## src/rtl/ball_tracker.sv

```systemverilog
// Ball tracker: debounced acquisition, coasting through dropouts, velocity,
// frame watchdog and steering commands from IR sensor-array scan frames.
module ball_tracker #(
  parameter int ACQ_FRAMES  = 3,
  parameter int LOST_FRAMES = 4,
  parameter int JUMP_MAX    = 2,
  parameter int CENTER_X    = 4,
  parameter int DEADBAND    = 1,
  parameter int TIMEOUT     = 255
) (
  input  logic       clk,
  input  logic       n_rst,
  input  logic       clk_en,
  input  logic       run,
  input  logic       frame_valid,
  input  logic       ball_detected,
  input  logic [3:0] ball_pos_x,
  input  logic [3:0] ball_pos_y,
  output logic [1:0] track_state,
  output logic [3:0] target_x,
  output logic [3:0] target_y,
  output logic [4:0] vel_x,
  output logic [4:0] vel_y,
  output logic       lock,
  output logic       lost,
  output logic       stale,
  output logic       steer_left,
  output logic       steer_right,
  output logic       drive_fwd
);

  localparam logic [1:0] S_SEARCH = 2'd0;
  localparam logic [1:0] S_ACQ    = 2'd1;
  localparam logic [1:0] S_TRACK  = 2'd2;
  localparam logic [1:0] S_COAST  = 2'd3;

  localparam int WD_W = $clog2(TIMEOUT + 1);
  localparam logic [WD_W-1:0] WD_MAX = WD_W'(TIMEOUT);
  localparam logic [3:0] ACQ_N  = 4'(ACQ_FRAMES);
  localparam logic [3:0] LOST_N = 4'(LOST_FRAMES);
  localparam logic [4:0] JMAX   = 5'(JUMP_MAX);
  localparam logic signed [4:0] LEFT_TH  = 5'(CENTER_X - DEADBAND);
  localparam logic signed [4:0] RIGHT_TH = 5'(CENTER_X + DEADBAND);

  logic [1:0]      state_reg, state_next;
  logic [3:0]      tx_reg, tx_next, ty_reg, ty_next;
  logic [4:0]      vx_reg, vx_next, vy_reg, vy_next;
  logic [3:0]      hit_reg, hit_next, miss_reg, miss_next;
  logic [WD_W-1:0] wd_reg, wd_next;
  logic            stale_reg, stale_next;
  logic            lock_reg, lock_next, lost_reg, lost_next;

  logic       det;
  logic [4:0] dx, dy, adx, ady;
  logic       jump_ok;

  // Out-of-range coordinates are treated as a miss.
  assign det = ball_detected && (ball_pos_x <= 4'd7) && (ball_pos_y <= 4'd4);
  assign dx  = {1'b0, ball_pos_x} - {1'b0, tx_reg};
  assign dy  = {1'b0, ball_pos_y} - {1'b0, ty_reg};
  assign adx = dx[4] ? (5'd0 - dx) : dx;
  assign ady = dy[4] ? (5'd0 - dy) : dy;
  assign jump_ok = (adx <= JMAX) && (ady <= JMAX);

  always_comb begin
    state_next = state_reg;
    tx_next    = tx_reg;
    ty_next    = ty_reg;
    vx_next    = vx_reg;
    vy_next    = vy_reg;
    hit_next   = hit_reg;
    miss_next  = miss_reg;
    wd_next    = wd_reg;
    stale_next = stale_reg;
    lock_next  = 1'b0;
    lost_next  = 1'b0;
    if (clk_en) begin
      if (frame_valid) begin
        wd_next    = '0;
        stale_next = 1'b0;
        case (state_reg)
          S_SEARCH: if (det) begin
            state_next = S_ACQ;
            hit_next   = 4'd1;
            tx_next    = ball_pos_x;
            ty_next    = ball_pos_y;
            vx_next    = '0;
            vy_next    = '0;
          end
          S_ACQ: begin
            if (!det) begin
              state_next = S_SEARCH;
              hit_next   = '0;
            end else begin
              tx_next = ball_pos_x;
              ty_next = ball_pos_y;
              if (!jump_ok) begin
                hit_next = 4'd1;
              end else begin
                hit_next = hit_reg + 4'd1;
                if (hit_reg + 4'd1 == ACQ_N) begin
                  state_next = S_TRACK;
                  lock_next  = 1'b1;
                  vx_next    = dx;
                  vy_next    = dy;
                end
              end
            end
          end
          default: begin
            if (det) begin
              // Re-acquire from coast without a jump test or lock pulse.
              state_next = S_TRACK;
              tx_next    = ball_pos_x;
              ty_next    = ball_pos_y;
              vx_next    = dx;
              vy_next    = dy;
              miss_next  = '0;
            end else begin
              miss_next  = (state_reg == S_TRACK) ? 4'd1 : miss_reg + 4'd1;
              state_next = S_COAST;
              if (miss_next == LOST_N) begin
                state_next = S_SEARCH;
                lost_next  = 1'b1;
                vx_next    = '0;
                vy_next    = '0;
                miss_next  = '0;
                hit_next   = '0;
              end
            end
          end
        endcase
      end else begin
        if (wd_reg < WD_MAX) wd_next = wd_reg + 1'b1;
        if (wd_next == WD_MAX) begin
          stale_next = 1'b1;
          state_next = S_SEARCH;
          hit_next   = '0;
          miss_next  = '0;
          vx_next    = '0;
          vy_next    = '0;
        end
      end
    end
  end

  always_ff @(posedge clk or negedge n_rst) begin
    if (!n_rst) begin
      state_reg <= S_SEARCH;
      tx_reg    <= '0;
      ty_reg    <= '0;
      vx_reg    <= '0;
      vy_reg    <= '0;
      hit_reg   <= '0;
      miss_reg  <= '0;
      wd_reg    <= '0;
      stale_reg <= 1'b0;
      lock_reg  <= 1'b0;
      lost_reg  <= 1'b0;
    end else begin
      state_reg <= state_next;
      tx_reg    <= tx_next;
      ty_reg    <= ty_next;
      vx_reg    <= vx_next;
      vy_reg    <= vy_next;
      hit_reg   <= hit_next;
      miss_reg  <= miss_next;
      wd_reg    <= wd_next;
      stale_reg <= stale_next;
      lock_reg  <= lock_next;
      lost_reg  <= lost_next;
    end
  end

  assign track_state = state_reg;
  assign target_x    = tx_reg;
  assign target_y    = ty_reg;
  assign vel_x       = vx_reg;
  assign vel_y       = vy_reg;
  assign lock        = lock_reg;
  assign lost        = lost_reg;
  assign stale       = stale_reg;

  always_comb begin
    steer_left  = 1'b0;
    steer_right = 1'b0;
    drive_fwd   = 1'b0;
    if (run && !stale_reg) begin
      case (state_reg)
        S_SEARCH: steer_right = 1'b1;
        S_ACQ:    ;
        default: begin
          if ($signed({1'b0, tx_reg}) < LEFT_TH)       steer_left  = 1'b1;
          else if ($signed({1'b0, tx_reg}) > RIGHT_TH) steer_right = 1'b1;
          else                                         drive_fwd   = 1'b1;
        end
      endcase
    end
  end

endmodule

```

## config.mk

```make
export PLATFORM = sky130hd
export DESIGN_NAME = ball_tracker
export DESIGN_NICKNAME = d
export VERILOG_FILES = /design/src/rtl/ball_tracker.sv
export SDC_FILE = /design/constraint.sdc
export NUM_CORES = 1
export LEC_CHECK = 0
export CAP_MARGIN = 10
export CELL_PAD_IN_SITES_DETAIL_PLACEMENT = 0
export CELL_PAD_IN_SITES_GLOBAL_PLACEMENT = 2
export CORE_ASPECT_RATIO = 1.1
export CORE_MARGIN = 5
export CORE_UTILIZATION = 40
export DETAILED_ROUTE_END_ITERATION = 8
export DONT_BUFFER_PORTS = 1
export HOLD_SLACK_MARGIN = 0.03
export PLACE_DENSITY = 0.9
export SLEW_MARGIN = 25
export SYNTH_ARGS = -nofsm -noshare
export SYNTH_HDL_FRONTEND = slang
export SYNTH_SLANG_ARGS = --single-unit
```

## constraint.sdc

```tcl
create_clock -name clk -period 5.78 [get_ports clk]
set_input_delay 1.445 -clock clk [delete_from_list [all_inputs] [get_ports clk]]
set_output_delay 1.445 -clock clk [all_outputs]
set_load 0.005 [all_outputs]
```

After elaboration in Yosys (flattened, before gate mapping)
Index checks and enable logic that the tools add are counted.
- add/subtract/negate cells: 7
- magnitude comparators: 7
- equal/unequal tests: 15
- mux-type cells: 67
- reductions and logical operators: 14
- operators with widths (kind ; number):
    $mux 5 ; 15
    $mux 4 ; 12
    $mux 8 ; 4
    $mux 1 ; 23
    $pmux 5 s2 ; 2
    $mux 2 ; 8
    $ne 3x3->1 const B ; 4
    $le 5x2->1 const B ; 2
    $reduce_and 5->1 ; 2
    $sub 1x5->5 const A ; 2
    $sub 4x4->5 ; 2
    $add 4x1->4 const B ; 2
    $add 8x1->8 const B ; 1
    $eq 8x8->1 const B ; 1
    $le 4x3->1 const B ; 2
    $lt 8x8->1 const B ; 1
    $ne 4x4->1 const B ; 2
    $pmux 4 s2 ; 1
    $reduce_and 7->1 ; 1
    $reduce_and 3->1 ; 2
    $eq 4x2->1 const B ; 1
    $eq 4x3->1 const B ; 1
    $gt 4x3->1 const B ; 1
    $logic_and 1x1->1 ; 4
    14 further kinds ; 14
- register bits: 39
- input bits: 14
- output and inout bits: 26
- logic and storage cells: 121

Depth between registers and ports, before layout
Gate-level depths: netlist (run 1).
- depth in word-level cells: 10
- gate-level depth with buffers: 13
- mapped depth without buffers: 12

Worst setup path before layout (run 1)
Ideal clock, no wire load.
- kind: in2reg
- start point: input port ball_pos_x[0]
- end point: register vx_reg[0], in the netlist vel_x[0]
- setup time: 0.125 ns
- arrival time: 4.119 ns
- required time: 5.655 ns
- slack: 1.536 ns
- stages: 13
- buffers on the path: 1
- cell sequence: inv_1 -> ha_1 -> inv_1 -> fa_1 -> inv_1 -> ha_1 -> or2_1 -> a2111o_1 -> a22oi_1 -> and4bb_1 -> o21a_4 -> buf_12 -> mux2_4
- cells in the longest elaborated chain, start to end: 7
- elaborated cells on any way between the ends: 19
- those cells by class: add/sub (2); order compare (2); eq/ne (4); mux (7); reduce/logical (4)
- RTL lines (what ; RTL line ; text):
    start: declaration ; 17 ; input logic [3:0] ball_pos_x,
    $sub 4x4->5 ; 59 ; assign dx = {1'b0, ball_pos_x} - {1'b0, tx_reg};
    $sub 1x5->5 ; 61 ; assign adx = dx[4] ? (5'd0 - dx) : dx;
    $mux 5 ; 61 ;
    $le 5x2->1 ; 63 ; assign jump_ok = (adx <= JMAX) && (ady <= JMAX);
    $logic_and 1x1->1 ; 63 ;
    $ne 3x3->1 (no line) ; - ;
    $reduce_and 7->1 (no line) ; - ;
    end signal: assignment ; 164 ; vx_reg <= vx_next;
    end: declaration ; 47 ; logic [4:0] vx_reg, vx_next, vy_reg, vy_next;
Several ways; a longest one is shown, not always the timed one. The select of a mux whose other input is x is not followed.
A chain may end at the register's enable or synchronous reset.

Final worst setup path (run 1)
- start point: input port ball_pos_x[0]
- end point: register vy_reg[3], in the netlist vel_y[3]
- cells in the longest elaborated chain, start to end: 7
- elaborated cells on any way between the ends: 16
- those cells by class: add/sub (2); order compare (2); eq/ne (4); mux (4); reduce/logical (4)
- RTL lines (what ; RTL line ; text):
    $sub 4x4->5 ; 59 ;
    $sub 1x5->5 ; 61 ;
    $mux 5 ; 61 ;
    $le 5x2->1 ; 63 ;
    $logic_and 1x1->1 ; 63 ;
    $ne 3x3->1 (no line) ; - ;
    $reduce_and 7->1 (no line) ; - ;
    end signal: assignment ; 165 ; vy_reg <= vy_next;
    end: declaration ; 47 ;
Several ways; a longest one is shown, not always the timed one.

==> metrics list, run 1 <==
- Worst-Margin Slew: 0.710 ns
- In this run, CTS created clock tree buffers numbering 5.
* Number of buffers between clock root and the deepest sink: 2
* Sinks on Clock Net: 39
- Main combinational cell family by area after synthesis: compound AO/OA/AOI/OAI gates
- Fraction of power consumed by sequential logic: between 40% and 50%
- Yosys mapped a number of flops with a built-in enable equal to 0.
* Wirelength, routed: 6220 µm
- The path class of the tightest hold or removal check is reg2reg.
- In the post-synthesis netlist, the biggest area contributors are sky130_fd_sc_hd__dfrtp_1 36%, sky130_fd_sc_hd__ha_1 7.3%, sky130_fd_sc_hd__mux2_4 5.5%.
- Required time worst endpoint: 5.95 ns
* Gr usage total: between 10% and 20%
* Proportion of netlist area held by the largest area contributor: between 30 and 40%
- Count of hold buffers inserted by post-cts repair: 0
* Met1 usage: just over 20%
* First-pass GRT wire length: ~11,000 µm
* Setup Total Neg Slack: 0 ns
- Fraction of the mapped netlist area in adder cells: between 8 and 9%
- Critical path's most frequent cell: sky130_fd_sc_hd__inv_1
- Max-cap violations in this run came to 0.
* Master cell of the clock root buffer: sky130_fd_sc_hd__clkbuf_8
* Worst Hold Slack: ~0.55 ns
* Count of routing violations after the opening detailed-route iteration: 97
* Post-synthesis cell type with the largest combined area: sky130_fd_sc_hd__dfrtp_1
- At the end of the flow, the number of nets in the layout was approximately 320.
- Quantity of I/O buffers inserted on ports: 0
* H-tree lvl count: 2
- Result of the run: finished clean
* Combinational share of power: between 30 and 40%
- The via count of the first global-routing pass was between 2,000 and 2,500.
- For the worst setup path, the data arrival time is roughly 4.3 ns.
- Area Overhead vs Synth: 5.78%
* Part of the cycle the worst path needs: a little under three quarters
* Share of final-layout standard cells stronger than drive strength 1: between 10% and 20%
- Top fanout value on the critical path: 10
- During synthesis, Yosys emitted a total of 0 warnings.
- Flip-flop count of the largest register, all copies and words added: 8
- For this run the aggregate overflow at the end of global routing stands at 0.
* Ant. Diodes: 0
- Number of failing hold endpoints at the final stage: 0
- Average wire per standard cell: 16.8 µm
- The initialized floorplan defines 31 standard-cell rows.
* Share of synthesized flip-flops with an asynchronous set or reset: 100%
- Delay contributed by the slowest stage of the critical path: around 0.54 ns
- The die covers roughly 0.0086 mm².
- Summing over every cut layer, the via total after detailed routing is about 2,200.
- Of the total power, the share spent switching nets is 33.1%.
* Synthesized-area fraction occupied by ao, oa, aoi and oai cells: a little over a fifth
* Final design instance area without fill: 0.00289 mm²
- The top cell types in the final layout, fill and taps aside, are 39 x sky130_fd_sc_hd__dfrtp_1, 27 x sky130_fd_sc_hd__nand2_1, 21 x sky130_fd_sc_hd__inv_1, 19 x sky130_fd_sc_hd__nor2_1, 17 x sky130_fd_sc_hd__o21ai_0.
- Resized Gates After CTS: 0
* Chip Width: a little under 90 µm
- Met3 Track Usage GR: ~3.2%
* Relative slew slack: 51.4%
- Post-detailed-placement cell area: between 0.002 and 0.003 mm²
- After filler insertion, the fill cell instance count of the layout stands at roughly 640.
* Unrepaired setup endpoints after global routing: no
- Count of endpoints failing setup in the final report: 0
* Post-synth net total: approximately 320
- The library cell used most frequently in the layout, excluding fill and tap cells, is sky130_fd_sc_hd__dfrtp_1.
* Antenna violations before repair: 0
- Seq cells post-synth: 39
- Post-synthesis instance area: between 0.002 and 0.003 mm²
- Timing would allow up to around 240 MHz.
- Half-perimeter wire length after detailed placement: between 4000 and 5000 µm
- During I/O placement, the number of pins put on the boundary was 40.
- Counting instances, the worst hold path has a depth of 1.
- STA classifies the critical path endpoint as a flop.
* Sequential cell area fraction in the yosys report: a little over a third
* Net switching power of the design: 283 µW
- The analysis attributes to cell leakage a power of ~1.3 nW.
- Cell type of the slowest stage on the worst timing path: sky130_fd_sc_hd__fa_1
- Mux contribution to synthesized area: about 8%
- The count of pins over their slew limit is 0.
* Vertical die dimension: between 90 and 100 µm
* Simple-gate area share of the yosys netlist: 20.2%
- The worst register-to-register path has a depth of 11.
- Clock slew at reported path FFs: approximately 0.080 ns
* Count of TritonRoute iterations in the first routing pass: 4
- Mean Syn Cell Area: between 9 and 10 µm²
- Vias per Instance: around 5.8
- The region available for standard cell placement spans 0.00663 mm².
- CP Cell Sequence: inv_1 -> ha_1 -> inv_1 -> fa_1 -> inv_1 -> ha_1 -> or2_1 -> a2111o_1 -> a22oi_1 -> and4bb_1 -> o21a_4 -> mux2_4
- In this run the remaining antenna-violating nets after routing total 0.
- DRC: 0
- Int Power: 571 µW
- TritonCTS built the clock tree.
- The clock period could shrink to 4.13 ns.
* Core Util, Final: a little over two fifths
- Worst-Skew Late Latency: roughly 0.29 ns
- Post-Synth XOR/XNOR Area: 1.60%
- For met2 alone, demand over resource in global routing was between 20% and 30%.
* Layout Skew: ~0.0076 ns
- By startpoint and endpoint, the worst setup path is classified as in2reg.
- Tot Pwr: 854 µW
* Setup Buffers After CTS: 0
- Counting distinct cell types in the post-synthesis netlist gives between 60 and 70.
- Main flop type after synthesis: sky130_fd_sc_hd__dfrtp_1
* Initial cell density of the core: between 40% and 50%
- Part of the total power dissipated in the clock network: approximately a quarter
* Most Crowded Layer GR: met2
- Startpoint kind of the worst setup timing path: input pin
* Final weighted congestion in routability-driven placement: roughly 0.8
- Max rail drop VDD: between 0.1 and 0.15 mV
* Cells after synthesis: 290
* Maximum number of pins on one net before global-route repair: 40
* Pwr per Cell Area: 296 mW/mm²
-- per-stage QoR --
| stage | worst slack (ns) | std cells |
|---|---|---|
| after floorplan | 1.54 | 290 |
| after global placement | 1.42 | 364 |
| after detailed placement | 1.35 | 364 |
| after CTS | 1.65 | 371 |
| after global routing | 1.48 | 371 |
| final | 1.65 | 371 |
-- final timing paths --
path / startpoint / end / slack [ns]
min: vel_x[3]$_DFFE_PN0P_ / vel_x[3]$_DFFE_PN0P_ / 0.55
max reg2reg: target_x[0]$_DFFE_PN0P_ / vel_y[3]$_DFFE_PN0P_ / 2.42
max in group asynchronous: n_rst / hit_reg[1]$_DFFE_PN0P_ / 4.85
min in group asynchronous: n_rst / wd_reg[5]$_DFFE_PN0P_ / 0.85
min reg2reg: vel_x[3]$_DFFE_PN0P_ / vel_x[3]$_DFFE_PN0P_ / 0.55
max: ball_pos_x[0] / vel_y[3]$_DFFE_PN0P_ / 1.65
-- power groups by stage --
| stage | clock network [mW] | registers, mW | logic, mW |
|---|---|---|---|
| global route | 0.238 | 0.383 | 0.298 |
| floorplan | 0 | 0.357 | 0.230 |
| finish | 0.222 | 0.374 | 0.259 |
| CTS | 0.232 | 0.375 | 0.261 |
| detailed placement | 0 | 0.380 | 0.260 |
| global placement | 0 | 0.380 | 0.256 |
-- cell usage after synthesis, types with 3 or more instances --
library cell	instances
sky130_fd_sc_hd__a31oi_1	7
sky130_fd_sc_hd__a32oi_1	3
sky130_fd_sc_hd__xnor2_1	4
sky130_fd_sc_hd__nor3b_1	4
sky130_fd_sc_hd__ha_1	16
sky130_fd_sc_hd__a22o_1	3
sky130_fd_sc_hd__o311ai_0	4
sky130_fd_sc_hd__o22ai_1	4
sky130_fd_sc_hd__mux2_4	10
sky130_fd_sc_hd__nand3_1	8
sky130_fd_sc_hd__a211o_1	3
sky130_fd_sc_hd__a21oi_1	11
sky130_fd_sc_hd__clkbuf_1	5
sky130_fd_sc_hd__nand2_1	27
sky130_fd_sc_hd__o21ai_0	17
sky130_fd_sc_hd__nand2b_1	4
sky130_fd_sc_hd__mux2_2	5
sky130_fd_sc_hd__nor3_1	12
sky130_fd_sc_hd__dfrtp_1	39
sky130_fd_sc_hd__o21a_1	3
sky130_fd_sc_hd__nor2_1	19
sky130_fd_sc_hd__a21o_1	5
sky130_fd_sc_hd__and3_1	8
sky130_fd_sc_hd__inv_1	21
-- cell families after synthesis --
group | after synthesis
fa+ha+maj | 18
flops | 39
simple gates | 103
mux | 16
buf+inv | 30
compound gates | 79
xor+xnor | 5
-- layout make-up --
| cell class | instances | area, µm² | area share [%] |
|---|---|---|---|
| Multi-Input combinational cell | 221 | 1620 | 56.2 |
| Sequential cell | 39 | 976 | 33.8 |
| Tap cell | 82 | 103 | 3.55 |
| Inverter | 22 | 82.6 | 2.86 |
| Clock buffer | 6 | 72.6 | 2.51 |
| Clock inverter | 1 | 30.0 | 1.04 |
-- routing by layer --
| metal | routed length (µm) | share of wire, % |
|---|---|---|
| met4 | 113 | 1.8 |
| met2 | 2970 | 48 |
| met1 | 2840 | 46 |
| met3 | 292 | 4.7 |
| met5 | 0 | 0 |
-- worst max-delay path, delay by kind of cell --
family,cells,cell delay [ns]
AO/OA/AOI/OAI,3,0.96
adder cells (fa/ha/maj),3,0.92
AND/OR/NAND/NOR,2,0.48
multiplexers,1,0.31
buffers and inverters,3,0.17
(Power assumes the default switching activity.)
==> run 2, diff against run 1 <==
Settings changed: CORE_UTILIZATION 40 to 36, PLACE_DENSITY 0.9 to 0.86.
Clock period 5.78 ns to 3.4 ns, I/O delays scaled along.
==> run 2 against run 1 <==
Against the previous run:
- die area rose by 9.9%
- cell area rose by 4.3%
- flip-flop and latch count did not move
- total power rose by 86%
- sequential share of layout area fell by 1.4 points
- critical path depth did not move
==> metrics list, run 2 (synthesis gave the netlist of run 1 again) <==
- Entering global routing, the biggest net connects 40 pins.
- After detailed routing, the number of remaining DRC violations is 0.
* Resized Gates After CTS: 0
* Average wire per standard cell: between 15 and 20 µm
- Master cell of the clock root buffer: sky130_fd_sc_hd__clkbuf_8
* Antenna violations before repair: 0
- For the final database, setup skew stands at roughly 0.012 ns.
- Top fanout value on the critical path: 10
- The worst setup path is captured at a flop.
- The slowest stage of the critical path is the sky130_fd_sc_hd__fa_1 cell.
* Setup Buffers After CTS: 0
* Result of the run: finished clean
- The final hold violation count came to 0.
* Part of the cycle the worst path needs: 96.2%
* Via count: roughly 2,200
* Cells on worst reg2reg path: 11
- The first global-routing pass estimated 10,900 µm of wire.
* Count of hold buffers inserted by post-cts repair: 0
- Timing would allow up to 306 MHz.
* Class of the most critical hold timing path: in2async
- Measured on the finished design, the core utilization comes to around two fifths.
- Number of routed nets with antenna violations: 0
- In this run the critical register-to-register path is captured at vel_y[0]$_DFFE_PN0P_.
- Vertical die dimension: 101 µm
- Minimum setup slack after placement: -0.198 ns
- 0 antenna diodes ended up in the layout.
* CP Cell Sequence: inv_12 -> ha_4 -> inv_2 -> fa_1 -> inv_1 -> ha_2 -> or2_1 -> a2111o_1 -> a22oi_2 -> and4bb_1 -> o21a_4 -> mux2_4
- Max rail drop VDD: approximately 0.16 mV
- Total power for the finished layout comes to approximately 1.6 mW.
- Pwr per Cell Area: about 530 mW/mm²
- Gr usage total: between 10% and 20%
- Dividing the detail-routed via count by the number of cells gives between 5 and 6.
- The worst register-to-register path begins at target_x[0]$_DFFE_PN0P_.
- In this run, CTS created clock tree buffers numbering 5.
* Required time worst endpoint: approximately 3.6 ns
- The register with the most flip-flops in the layout has 8 of them.
- Count of TritonRoute iterations in the first routing pass: 4
- Worst EP arrival: about 3.5 ns
* Startpoint kind of the worst setup timing path: input pin
* Chip Width: roughly 93 µm
- In this run the core area contains 33 standard-cell rows.
* Bufs and invs on worst path: 3
- Sinks on Clock Net: 39
* Share of final-layout standard cells stronger than drive strength 1: between 10 and 15%
- After floorplanning, the core was sized to cover around 0.0074 mm².
- Summed over all layers, the global routing overflow is 0.
* Final slew viol count: 0
* Post-detailed-placement cell area: between 0.002 and 0.003 mm²
- R2R setup slack: 0.23 ns
- Detailed placement ended at an HPWL of about 4900 µm.
- Setup repair after global routing left no endpoint under its margin.
- Final weighted congestion in routability-driven placement: 0.803
- Area Overhead vs Synth: 10.4%
* Worst Slack Setup Final: between 0.1 and 0.15 ns
- Summed over all layers, the routed wires come to ~6500 µm.
- During I/O placement, the number of pins put on the boundary was 40.
- For the pin with the worst max-slew slack, the measured transition is ~0.69 ns.
- CTS tree: done
- Relative slew slack: between 50 and 60%
* Clock slew at reported path FFs: around 0.090 ns
- The count of buffers added on input and output ports is 0.
- Across the whole layout, storage elements account for slightly below 0.001 mm².
* Number of buffers between clock root and the deepest sink: 2
- Post-layout min period: about 3.3 ns
* Stages on the worst setup path: 12
- Leakage: 1.33 nW
- Number of nets in the finished design: ~330
* Die outline area: around 0.0094 mm²
* H-tree lvl count: 2
* Delay contributed by the slowest stage of the critical path: roughly 0.58 ns
* Count of routing violations after the opening detailed-route iteration: 100
- The critical path is of the in2reg type.
- Worst-Skew Late Latency: around 0.30 ns
* Commonest cells after routing, fill and taps aside: 39 x sky130_fd_sc_hd__dfrtp_1, 27 x sky130_fd_sc_hd__nand2_1, 19 x sky130_fd_sc_hd__inv_1, 19 x sky130_fd_sc_hd__nor2_1, 17 x sky130_fd_sc_hd__o21ai_0
- Initial cell density of the core: a little under two fifths
* Count of endpoints failing setup in the final report: 0
- The via count of the first global-routing pass was between 2,000 and 2,500.
- After filler insertion, the fill cell instance count of the layout stands at between 700 and 800.
* Worst Hold Slack: 0.232 ns
* Most frequent standard cell in the layout excluding fill and tap cells: sky130_fd_sc_hd__dfrtp_1
- After routing the design area is about 0.003 mm².
- Max-cap violations in this run came to 0.
- Multi-input logic area: 0.00164 mm²
- Cell family contributing the most delay on the critical path: adder cells
run 2: worst max path at each step:
stage,to,start,slack [ns]
after floorplan,vel_x[0]$_DFFE_PN0P_,ball_pos_x[0],-0.11
after global placement,vel_y[3]$_DFFE_PN0P_,ball_pos_x[0],-0.12
after detailed placement,vel_y[0]$_DFFE_PN0P_,ball_pos_x[0],-0.20
after CTS,vel_y[0]$_DFFE_PN0P_,ball_pos_x[0],0.12
after global routing,vel_y[0]$_DFFE_PN0P_,ball_pos_x[0],0.01
final,vel_y[0]$_DFFE_PN0P_,ball_pos_x[0],0.13
run 2: metal layers:
layer / up-vias / wire length (µm) / track usage, %
li1: 1082 / - / -
met1: 1080 / 2850 / 18.8
met2: 53 / 3140 / 23.5
met3: 6 / 419 / 3.71
met4: 0 / 66 / 4.06
met5: - / 0 / 0
run 2: cell type report:
| type | instances | area share [%] |
|---|---|---|
| Inverter | 22 | 3.16 |
| Timing Repair Buffer | 7 | 1.74 |
| Tap cell | 87 | 3.61 |
| Clock inverter | 3 | 2.24 |
| Multi-Input combinational cell | 221 | 54.5 |
| Sequential cell | 39 | 32.4 |
| Clock buffer | 5 | 2.29 |
run 2: per-stage QoR:
stage	instances	TNS (ns)
3_3_place_gp	376	-1.18
5_1_grt	384	0
3_5_place_dp	376	-1.89
4_1_cts	384	0
2_1_floorplan	290	-1.07
6_report	384	0
run 2: power breakdown:
part | switching (mW) | total (mW) | internal, mW
clock network | 0.179 | 0.472 | 0.293
registers | 0.0982 | 0.637 | 0.539
logic | 0.238 | 0.485 | 0.247
total | 0.515 | 1.59 | 1.08
run 2: worst reg2reg max path, stage by stage (launching register included):
cell and delay [ns]:
sky130_fd_sc_hd__dfrtp_1 0.45, sky130_fd_sc_hd__ha_4 0.17, sky130_fd_sc_hd__inv_2 0.04, sky130_fd_sc_hd__fa_1 0.58, sky130_fd_sc_hd__inv_1 0.08, sky130_fd_sc_hd__ha_2 0.17
sky130_fd_sc_hd__or2_1 0.21, sky130_fd_sc_hd__a2111o_1 0.37, sky130_fd_sc_hd__a22oi_2 0.20, sky130_fd_sc_hd__and4bb_1 0.23, sky130_fd_sc_hd__o21a_4 0.25, sky130_fd_sc_hd__mux2_4 0.32
